==> src/rtl/rf_wb_if.sv <==
// rf_wb_if: write-back bus between the execute/load pipeline and the RF write-back arbiter.
//   master : pipeline side (drives load/ALU results, observes ready and the RF write port)
//   slave  : arbiter side (accepts results, drives we/dst_addr/dst/pend)
//   mem_vld/mem_addr/mem_data/mem_rdy : load result channel
//   alu_vld/alu_addr/alu_data/alu_rdy : ALU result channel
//   we/dst_addr/dst                   : registered RF write port
//   pend                              : per-register queued-write bitmap
interface rf_wb_if #(
   parameter int unsigned DW = 16,
   parameter int unsigned AW = 4
);
   localparam int unsigned NREG = 2 ** AW;

   logic            mem_vld;
   logic [AW-1:0]   mem_addr;
   logic [DW-1:0]   mem_data;
   logic            mem_rdy;
   logic            alu_vld;
   logic [AW-1:0]   alu_addr;
   logic [DW-1:0]   alu_data;
   logic            alu_rdy;
   logic            we;
   logic [AW-1:0]   dst_addr;
   logic [DW-1:0]   dst;
   logic [NREG-1:0] pend;

   modport master (
      output mem_vld, mem_addr, mem_data, alu_vld, alu_addr, alu_data,
      input  mem_rdy, alu_rdy, we, dst_addr, dst, pend
   );

   modport slave (
      input  mem_vld, mem_addr, mem_data, alu_vld, alu_addr, alu_data,
      output mem_rdy, alu_rdy, we, dst_addr, dst, pend
   );
endinterface

==> src/rtl/rf_wb_arbiter.sv <==
// rf_wb_arbiter: merges load and ALU results onto the single RF write port.
//   Loads always win; ALU results that lose wait in an in-order skid FIFO.
//   Writes to R0 are accepted but suppressed.
// Ports:
//   clk  : system clock, rising edge
//   rst  : asynchronous active-high reset
//   bus  : rf_wb_if.slave (load/ALU inputs, mem_rdy/alu_rdy, we/dst_addr/dst, pend)
// Configuration:
//   RF_WB_PEND_EN : when defined, builds per-register occupancy counters driving pend;
//                   otherwise pend is tied to 0.
module rf_wb_arbiter #(
   parameter int unsigned DW    = 16,
   parameter int unsigned AW    = 4,
   parameter int unsigned DEPTH = 4
) (
   input logic    clk,
   input logic    rst,
   rf_wb_if.slave bus
);
   localparam int unsigned PW   = $clog2(DEPTH);
   localparam int unsigned CW   = $clog2(DEPTH) + 1;
   localparam int unsigned NREG = 2 ** AW;

   typedef struct packed {
      logic [AW-1:0] addr;
      logic [DW-1:0] data;
   } wb_t;

   wb_t           fifo [DEPTH];
   logic [PW-1:0] rd_ptr;
   logic [PW-1:0] wr_ptr;
   logic [CW-1:0] count;

   logic          full;
   logic          empty;
   logic          alu_acc;
   logic          push;
   logic          pop;
   logic          sel_vld;
   wb_t           sel;
   wb_t           head;
   wb_t           alu_in;
   logic [CW-1:0] count_nxt;

   logic          we_q;
   logic [AW-1:0] dst_addr_q;
   logic [DW-1:0] dst_q;

   // Ready flags; forced low while reset is asserted
   assign full        = (count == CW'(DEPTH));
   assign empty       = (count == '0);
   assign bus.mem_rdy = ~rst;
   assign bus.alu_rdy = ~rst & ~full;

   assign head   = fifo[rd_ptr];
   assign alu_in = '{addr: bus.alu_addr, data: bus.alu_data};

   // Source select: load, then FIFO head, then direct ALU (only when FIFO empty)
   always_comb begin
      alu_acc   = bus.alu_vld & ~full;
      push      = 1'b0;
      pop       = 1'b0;
      sel_vld   = 1'b0;
      sel       = '0;
      if (bus.mem_vld) begin
         sel_vld = 1'b1;
         sel     = '{addr: bus.mem_addr, data: bus.mem_data};
         push    = alu_acc;
      end else if (!empty) begin
         sel_vld = 1'b1;
         sel     = head;
         pop     = 1'b1;
         push    = alu_acc;
      end else if (alu_acc) begin
         sel_vld = 1'b1;
         sel     = alu_in;
      end
      count_nxt = CW'(count + CW'(push) - CW'(pop));
   end

   // FIFO control and registered RF write port
   always_ff @(posedge clk or posedge rst) begin
      if (rst) begin
         rd_ptr     <= '0;
         wr_ptr     <= '0;
         count      <= '0;
         we_q       <= 1'b0;
         dst_addr_q <= '0;
         dst_q      <= '0;
      end else begin
         if (push) wr_ptr <= PW'(wr_ptr + PW'(1));
         if (pop)  rd_ptr <= PW'(rd_ptr + PW'(1));
         count <= count_nxt;
         // R0 targets consume their slot but never reach the RF
         we_q <= sel_vld && (sel.addr != '0);
         if (sel_vld && (sel.addr != '0)) begin
            dst_addr_q <= sel.addr;
            dst_q      <= sel.data;
         end
      end
   end

   // FIFO storage; contents are don't-care while count says empty
   always_ff @(posedge clk) begin
      if (push) fifo[wr_ptr] <= alu_in;
   end

   assign bus.we       = we_q;
   assign bus.dst_addr = dst_addr_q;
   assign bus.dst      = dst_q;

`ifdef RF_WB_PEND_EN
   logic [CW-1:0]   occ     [NREG];
   logic [CW-1:0]   occ_nxt [NREG];
   logic [NREG-1:0] pend_q;

   // Occupancy per destination; push and pop to the same register cancel out
   always_comb begin
      for (int i = 0; i < int'(NREG); i++) occ_nxt[i] = occ[i];
      if (push && (bus.alu_addr != '0))
         occ_nxt[bus.alu_addr] = CW'(occ_nxt[bus.alu_addr] + CW'(1));
      if (pop && (head.addr != '0))
         occ_nxt[head.addr] = CW'(occ_nxt[head.addr] - CW'(1));
   end

   always_ff @(posedge clk or posedge rst) begin
      if (rst) begin
         for (int i = 0; i < int'(NREG); i++) occ[i] <= '0;
         pend_q <= '0;
      end else begin
         for (int i = 0; i < int'(NREG); i++) begin
            occ[i]    <= occ_nxt[i];
            pend_q[i] <= (occ_nxt[i] != '0);
         end
      end
   end

   assign bus.pend = pend_q;
`else
   assign bus.pend = '0;
`endif
endmodule

==> src/flat_wrapper.sv <==
// flat-port wrapper written by rule: the top's interface ports become plain ports
module rf_wb_arbiter_flat 
#(
   parameter int unsigned DW    = 16,
   parameter int unsigned AW    = 4,
   parameter int unsigned DEPTH = 4
)
  (clk, rst, bus_mem_vld, bus_mem_addr, bus_mem_data, bus_alu_vld, bus_alu_addr, bus_alu_data, bus_mem_rdy, bus_alu_rdy, bus_we, bus_dst_addr, bus_dst, bus_pend);
  rf_wb_if #(.DW(DW), .AW(AW)) bus_i ();
  input logic clk;
  input logic rst;
  input wire logic [$bits(bus_i.mem_vld)-1:0] bus_mem_vld;
  input wire logic [$bits(bus_i.mem_addr)-1:0] bus_mem_addr;
  input wire logic [$bits(bus_i.mem_data)-1:0] bus_mem_data;
  input wire logic [$bits(bus_i.alu_vld)-1:0] bus_alu_vld;
  input wire logic [$bits(bus_i.alu_addr)-1:0] bus_alu_addr;
  input wire logic [$bits(bus_i.alu_data)-1:0] bus_alu_data;
  output wire logic [$bits(bus_i.mem_rdy)-1:0] bus_mem_rdy;
  output wire logic [$bits(bus_i.alu_rdy)-1:0] bus_alu_rdy;
  output wire logic [$bits(bus_i.we)-1:0] bus_we;
  output wire logic [$bits(bus_i.dst_addr)-1:0] bus_dst_addr;
  output wire logic [$bits(bus_i.dst)-1:0] bus_dst;
  output wire logic [$bits(bus_i.pend)-1:0] bus_pend;
  assign bus_i.mem_vld = bus_mem_vld;
  assign bus_i.mem_addr = bus_mem_addr;
  assign bus_i.mem_data = bus_mem_data;
  assign bus_i.alu_vld = bus_alu_vld;
  assign bus_i.alu_addr = bus_alu_addr;
  assign bus_i.alu_data = bus_alu_data;
  assign bus_mem_rdy = bus_i.mem_rdy;
  assign bus_alu_rdy = bus_i.alu_rdy;
  assign bus_we = bus_i.we;
  assign bus_dst_addr = bus_i.dst_addr;
  assign bus_dst = bus_i.dst;
  assign bus_pend = bus_i.pend;
  rf_wb_arbiter #(.DW(DW), .AW(AW), .DEPTH(DEPTH)) u_core (.clk(clk), .rst(rst), .bus(bus_i));
endmodule
==> config.mk <==
export PLATFORM = sky130hd
export DESIGN_NAME = rf_wb_arbiter_flat
export DESIGN_NICKNAME = d
export VERILOG_FILES = /design/src/rtl/rf_wb_if.sv /design/src/rtl/rf_wb_arbiter.sv /design/src/flat_wrapper.sv
export SDC_FILE = /design/constraint.sdc
export NUM_CORES = 1
export LEC_CHECK = 0
export ABC_AREA = 1
export BUFFER_PORTS_ARGS = -buffer_cell sky130_fd_sc_hd__clkbuf_2
export CAP_MARGIN = 10
export CORE_ASPECT_RATIO = 0.5
export CORE_MARGIN = 1
export CORE_UTILIZATION = 32
export CTS_BUF_LIST = sky130_fd_sc_hd__clkbuf_4 sky130_fd_sc_hd__clkbuf_8
export CTS_CLUSTER_SIZE = 40
export DETAILED_ROUTE_END_ITERATION = 10
export HOLD_SLACK_MARGIN = 0.15
export PLACE_DENSITY = 0.53
export SYNTH_ARGS = -nofsm -noshare
export SYNTH_HDL_FRONTEND = slang
export SYNTH_SLANG_ARGS = --single-unit
==> constraint.sdc <==
create_clock -name clk -period 6 [get_ports clk]
set_clock_uncertainty 0.1 [all_clocks]
set_input_delay 0.6 -clock clk [delete_from_list [all_inputs] [get_ports clk]]
set_output_delay 0.6 -clock clk [all_outputs]
set_load 0.02 [all_outputs]
==> summary.txt, run 1 <==
Layout cells sized above 1 - 20.0%
Sequential cell area - 3100 µm²
Layout net count - 570
Cell Chain, Critical Path - clkbuf_2, inv_1, nand2_2, inv_2, nand3_1, nand2_1, nor2_4, nand2_2, nand2_1, nand2_1
Final period util - 42.9%
RSZ-0062 raised after global routing - no
Max-Slew Margin vs Limit - 49.0%
Clock slew at reported path FFs - 0.10 ns
Setup crit end kind - flop
Area occupied by multi-input gates - 1380 µm²
First-pass GRT wire length - 17.0 mm
Crit start category - primary input
CP peak stage delay - 0.44 ns
Synth cell types - 26
Avg WL per Cell - 15.3 µm
Worst R2R End - u_core.bus.dst[8]
Hold Buf Count CTS - 0
Top post-synthesis cells by area - edfxtp_1 50%, dfrtp_1 15%, nand2_1 8.8%
Switching Share - 39.2%
Setup ws final - 3.42 ns
Yosys warns - 0
DP HPWL - 6.99 mm
Maxcap violations - 0
Maximum clock frequency - 388 MHz
GR met3 Demand/Resource - 3.39%
Clock Latency Late Sink - 0.38 ns
GR Util met1 - 21.3%
Pin count of the biggest net entering global routing - 42
Setup-failing EPs final - 0
Grt peak-use layer - met2
Die Y - 88.3 µm
FF-to-FF path depth - 8
Clock Tree Root - clkbuf_8
Met2 Use GR - 22.9%
Commonest non-fill, non-tap cell in the layout - nand2_1
Buffers on Ports - 66
Lkg Pwr - 2.32 nW
Resized Gates After CTS - 0
Reg2reg start - u_core.rd_ptr[1]
Combinational cell fraction of total power - 37.1%
Post-CTS setup buffers - 0
HP Class - primary input to async pin
Core Box Area - 14,500 µm²
Internal - 0.00155 W
Power per cell area - 466 nW/µm²
Worst Max-Slew Pin Slew - 0.764 ns
Number of global-route vias before repair - 3,032
Mapped Area - 4770 µm²
Share of the synthesized area in the top cell type - 50.4%
CTS tree - yes
Critical Path Most Common Cell - nand2_1
Flop pwr share - 43.7%
Num rows - 31
Most frequent cells in the layout - 112 x nand2_1, 80 x edfxtp_1, 66 x clkbuf_2
Clock share of power - 19.2%
Worst VDD drop - 0.187 mV
RePlAce Congestion - 0.726
Sequential share of the synthesized area - 65.1%
Filler Cells Inserted - 1,475
Post-Syn Area per Cell - 10.4 µm²
DRT iter0 DRCs - 243
H-Tree Depth - 3
Tmin final - 2.58 ns
Crit-path slowest cell - nor2_4
GRT overflow - 0
CTS buffer count - 9
Via count - 3,228
Ports - 83
Routed Antenna Nets - 0
Detailed Route WL - 11.0 mm
Die Width - 175 µm
Fin. max-slew vios - 0
Worst-path maximum fanout - 21
Syn-to-layout area delta - 14.5%
Deepest clock path buffer count - 2
Mapped Cells - 457
Data arrival, critical path - 2.74 ns
Die Area - 15,400 µm²
All-Layer GR Usage - 15.0%
Psw - 0.000998 W
Yosys reg bits - 108
Critical path type - primary input to flop
Number of diodes - 0
First-pass detailed-route iteration total - 5
Initial Utilization - 32.9%
Status - completed
Initial antenna violation count - 0
Worst Path Required - 6.16 ns
Hold Fails Final Rpt - 0
Worst slack at placement - 3.03 ns
Total negative slack - 0 ns
Area leader, netlist - edfxtp_1
Clk sinks - 108
DR DRC count - 0
DR vias/cell - 4.47
Reg2reg setup slack - 3.44 ns
-- cells in the mapped netlist --
cell type,instances
a21oi_1,1
buf_1,1
buf_2,9
buf_4,16
buf_6,3
clkbuf_1,9
conb_1,1
dfrtp_1,28
edfxtp_1,80
fa_1,1
ha_1,6
inv_1,29
inv_2,3
nand2_1,112
nand2_2,3
nand3_1,47
nand3_2,1
nand4_1,1
nor2_1,49
nor2_2,2
nor2_4,1
o21ai_0,33
o22ai_1,16
or2_2,1
xnor2_1,2
xor2_1,2
-- power groups by stage --
stage	clock network [W]	registers [W]	logic (W)
2_1_floorplan	0	0.00119	0.000592
3_3_place_gp	0	0.00113	0.000947
3_5_place_dp	0	0.00113	0.000965
4_1_cts	0.000501	0.00112	0.000966
5_1_grt	0.000530	0.00113	0.00108
6_report	0.000487	0.00111	0.000944
-- logic make-up after synthesis --
family,after synthesis,synth area share [%]
XOR/XNOR,4,0.735
adder cells (fa/ha/maj),7,1.99
AO/OA/AOI/OAI,50,5.67
flip-flops,108,65.1
AND/OR/NAND/NOR,217,19.0
other,1,0.0786
buffers and inverters,70,7.48
-- per-layer routing --
metal  vias up  part of all wire, %
met4         0                 0.43
met1      1519                   49
met3         2                  6.3
met2        93                   44
met5         -                    0
li1       1614                    -
-- per-stage QoR --
stage	util [%]	cells	hold slack (ns)	area [µm²]	power, W
2_1_floorplan	-	472	0.394	4820	0.00178
3_3_place_gp	36.1	706	0.404	5240	0.00208
3_5_place_dp	36.1	706	0.408	5240	0.00210
4_1_cts	37.6	722	0.186	5460	0.00258
5_1_grt	37.6	722	0.209	5460	0.00274
6_report	37.6	722	0.185	5460	0.00255
-- critical path, delay by kind of cell --
kind / cells / cell delay [ns]
buffers and inverters: 3 / 0.74
and+or+nand+nor: 7 / 1.38
-- sequential cells by signal, summed over array words and instances, names as in the netlist --
signal / count
u_core.count: 3
u_core.rd_ptr: 2
u_core.bus.we: 1
u_core.bus.dst: 16
u_core.fifo: 80
u_core.bus.dst_addr: 4
u_core.wr_ptr: 2
-- layout make-up --
cell class / instances / share of cell area [%]
Clock buffer: 10 / 2.52
Clock inverter: 6 / 1.60
Inverter: 32 / 2.20
Multi-Input combinational cell: 294 / 25.2
Sequential cell: 108 / 56.8
Tap cell: 198 / 4.54
Timing Repair Buffer: 74 / 7.15
-- worst max path at each step --
| stage | from | endpoint | depth (start not counted) |
|---|---|---|---|
| 2_1_floorplan | bus_mem_vld | u_core.count[2] | 11 |
| 3_3_place_gp | bus_mem_vld | u_core.bus.dst[4] | 10 |
| 3_5_place_dp | bus_mem_vld | u_core.bus.dst[5] | 10 |
| 4_1_cts | u_core.rd_ptr[1] | u_core.bus.dst[8] | 8 |
| 5_1_grt | u_core.rd_ptr[1] | u_core.bus.dst[8] | 8 |
| 6_report | bus_mem_vld | u_core.bus.dst[8] | 10 |
Note: power is estimated with default switching activity, not from simulation.
==> inputs of run 2 (changes only) <==
--- a/config.mk
+++ b/config.mk
@@ -5,7 +5,7 @@
 export SDC_FILE = /design/constraint.sdc
 export NUM_CORES = 1
 export LEC_CHECK = 0
-export ABC_AREA = 1
+export ABC_AREA = 0
 export BUFFER_PORTS_ARGS = -buffer_cell sky130_fd_sc_hd__clkbuf_2
 export CAP_MARGIN = 10
 export CORE_ASPECT_RATIO = 0.5
==> constraint.sdc (replaced) <==
create_clock -name clk -period 2.6 [get_ports clk]
set_clock_uncertainty 0.1 [all_clocks]
set_input_delay 0.26 -clock clk [delete_from_list [all_inputs] [get_ports clk]]
set_output_delay 0.26 -clock clk [all_outputs]
set_load 0.02 [all_outputs]
==> run 2 against run 1 <==
  * Final cell count decreased by 15%
  * Clock power increased by 98%
  * Critical path depth shrank 3
  * Count of clock-buffer cells in the layout shrank 1
  * Area after synthesis is essentially flat
  * Non-clock buffer count rose by 45
  * Sequential power is 130% higher
  * Largest cell class unchanged
==> summary.txt, run 2 <==
Reg with most FFs - u_core.fifo (unchanged)
DR vias/cell - 4.59 (was 4.47)
Yosys warns - 0 (unchanged)
Syn-to-layout area delta - 23.6% (was 14.5%)
Clock Tree Root - clkbuf_8 (unchanged)
Maxcap violations - 0 (unchanged)
Num rows - 31 (unchanged)
Layout cells sized above 1 - 32.2% (was 20.0%)
Worst R2R End - u_core.bus.dst[6] (was u_core.bus.dst[8])
Maximum clock frequency - 406 MHz
Area leader, netlist - edfxtp_1 (unchanged)
Top post-synthesis cells by area - edfxtp_1 50%, dfrtp_1 15%, mux4_2 9.0% (was edfxtp_1 50%, dfrtp_1 15%, nand2_1 8.8%)
H-Tree Depth - 3 (unchanged)
Placed Area - 5350 µm² (was 5240 µm²)
DP HPWL - 6.44 mm (was 6.99 mm)
Yosys reg bits - 108 (unchanged)
Most frequent cells in the layout - 80 x edfxtp_1, 66 x clkbuf_2, 35 x dlygate4sd3_1 (was 112 x nand2_1, 80 x edfxtp_1, 66 x clkbuf_2)
Post-Syn Area per Cell - 15.8 µm² (was 10.4 µm²)
Pin count of the biggest net entering global routing - 29 (was 42)
Final instance area - 5890 µm² (was 5460 µm²)
Reg2reg start - u_core.rd_ptr[0] (was u_core.rd_ptr[1])
Worst hold start - bus_mem_data[0]
Lkg Pwr - 2.36 nW (was 2.32 nW)
Hold Fails Final Rpt - 0 (unchanged)
Total negative slack - 0 ns (unchanged)
Setup crit end kind - flop (unchanged)
Layout net count - 465 (was 570)
Die Width - 175 µm (about the same)
Number of diodes - 0 (unchanged)
Total power - 0.00557 W (was 0.00255 W)
Hold path depth - 4
Routed Antenna Nets - 0 (unchanged)
FF-to-FF path depth - 7 (was 8)
CTS tree - yes (unchanged)
Async S/R FF share, synth - 25.9% (unchanged)
First-pass detailed-route iteration total - 4 (was 5)
Initial Utilization - 32.8% (was 32.9%)
Hold endpoint - u_core.bus.dst[0]
CTS buffer count - 9 (unchanged)
Sequential share of the synthesized area - 65.1% (about the same)
Data arrival, critical path - 2.63 ns (was 2.74 ns)
Deepest clock path buffer count - 2 (unchanged)
Tmin final - 2.46 ns
All-Layer GR Usage - 13.8% (was 15.0%)
Worst Path Required - 2.77 ns (was 6.16 ns)
Most frequent cell after synthesis - edfxtp_1 (was nand2_1)
Commonest non-fill, non-tap cell in the layout - edfxtp_1 (was nand2_1)
Reg2reg setup slack - 0.14 ns (was 3.44 ns)
Synth cell types - 32 (was 26)
Mapped Cells - 301 (was 457)
Final period util - 94.8%
Detailed Route WL - 10.1 mm (was 11.0 mm)
HP Class - primary input to flop (was primary input to async pin)
Initial antenna violation count - 0 (unchanged)
Crit start category - flop (was primary input)
Largest register FFs - 80 (unchanged)
DR DRC count - 0 (unchanged)
Core Box Area - 14,500 µm² (unchanged)
Critical path type - flop to flop (was primary input to flop)
GRT overflow - 0 (unchanged)
Ports - 83 (unchanged)
Commonest cells in the netlist - 80 x edfxtp_1, 28 x dfrtp_1, 20 x and3_1 (was 112 x nand2_1, 80 x edfxtp_1, 49 x nor2_1)
RePlAce Congestion - 0.727 (was 0.726)
Clock Latency Late Sink - 0.38 ns (about the same)
Worst VDD drop - 0.354 mV (was 0.187 mV)
EDFF count, synth - 80 (unchanged)
Power per cell area - 947 nW/µm² (was 466 nW/µm²)
Clock slew at reported path FFs - 0.10 ns (about the same)
Clk sinks - 108 (unchanged)
Avg WL per Cell - 16.3 µm (was 15.3 µm)
Via count - 2,832 (was 3,228)
RSZ-0062 raised after global routing - no (unchanged)
Worst-path maximum fanout - 17 (was 21)
Mapped Area - 4760 µm² (was 4770 µm²)
Fin. max-slew vios - 0 (unchanged)
DRT iter0 DRCs - 122 (was 243)
Setup-failing EPs final - 0 (unchanged)
Number of global-route vias before repair - 2,862 (was 3,032)
Buffers on Ports - 66 (unchanged)
Status - completed (unchanged)
Share of the synthesized area in the top cell type - 50.4% (about the same)
Synth Flop Type - edfxtp_1 (unchanged)
Die Area - 15,400 µm² (about the same)
Die Y - 88.3 µm (about the same)
First-pass GRT wire length - 15.8 mm (was 17.0 mm)
## run 2: cell types whose count changed after synthesis, moves of 8 or more
cell / change
a21oi_1: +16
and2_1: +8
and3_1: +20
buf_2: -8
inv_1: -22
mux2_4: +9
mux4_2: +19
nand2_1: -94
nand3_1: -47
nor2_1: -45
o21ai_0: -16
o22ai_1: -16
## run 2: power by group
group | total, W | switching, W | leakage [nW] | internal [W]
Clock | 0.000964 | 0.000600 | 0.0902 | 0.000364
Sequential | 0.00250 | 0.000193 | 1.06 | 0.00231
Combinational | 0.00211 | 0.00112 | 1.21 | 0.000990
Total | 0.00557 | 0.00191 | 2.36 | 0.00367
## run 2: worst max-delay path: stages (launching register included)
cell and delay, ns:
dfrtp_2 0.45, buf_4 0.19, mux4_2 0.51, and2_1 0.19, o31ai_4 0.28, nand4_4 0.12
buf_12 0.19, mux2_1 0.31
## run 2: worst max-delay path by stage
stage,from,endpoint,slack [ns]
6_report,u_core.rd_ptr[0],u_core.bus.dst[6],0.14
5_1_grt,u_core.rd_ptr[0],u_core.bus.dst[10],0.007
4_1_cts,u_core.rd_ptr[0],u_core.bus.dst[6],0.08
3_5_place_dp,u_core.rd_ptr[0],u_core.bus.dst[6],0.04
3_3_place_gp,u_core.rd_ptr[0],u_core.bus.dst[7],0.07
2_1_floorplan,u_core.count[1],u_core.count[2],0.04
## run 2: repair_timing
action                                  4_1_cts  5_1_grt
setup buffers                                 0        1
endpoints found under the setup margin        8        4
hold endpoints to repair                    122        0
cloned                                        0        0
hold buffers                                 35        0
resized for setup                             1        0
## run 2: final cells by class
cell class | instances | area [µm²]
Sequential cell | 108 | 3100
Clock buffer | 9 | 124
Inverter | 7 | 26.3
Clock inverter | 7 | 57.6
Tap cell | 198 | 248
Fill cell | 1369 | 8620
Timing Repair Buffer | 119 | 828
Multi-Input combinational cell | 169 | 1500
## run 2: metal layers
| layer | wire [µm] | vias to the layer above | global-route usage (%) |
|---|---|---|---|
| met2 | 4910 | 54 | 23.4 |
| met4 | 97 | 0 | 3.32 |
| met5 | 0 | - | 0 |
| met3 | 313 | 11 | 2.84 |
| li1 | - | 1326 | - |
| met1 | 4750 | 1441 | 18.5 |
## run 2: kinds of logic (layout without fill, tap and decap cells)
kind of cell             Yosys count  count (layout)  synth area share (%)
other                              1              16                0.0787
adder cells (fa/ha/maj)            7               7                  2.00
flip-flops                       108             108                  65.1
multiplexers                      36              36                  14.0
buffers and inverters             39             142                  4.67
AND/OR/NAND/NOR                   58              58                  6.75
AO/OA/AOI/OAI                     47              47                  6.43
XOR/XNOR                           5               5                 0.919
## run 2: metrics by stage
step	utilization (%)	hold slack, ns	setup slack [ns]	cells
4_1_cts	40.5	0.151	0.0755	616
2_1_floorplan	-	0.259	0.0395	316
6_report	40.6	0.163	0.136	617
5_1_grt	40.6	0.176	0.00678	617
3_5_place_dp	36.9	0.286	0.0359	565
3_3_place_gp	36.9	0.290	0.0716	565
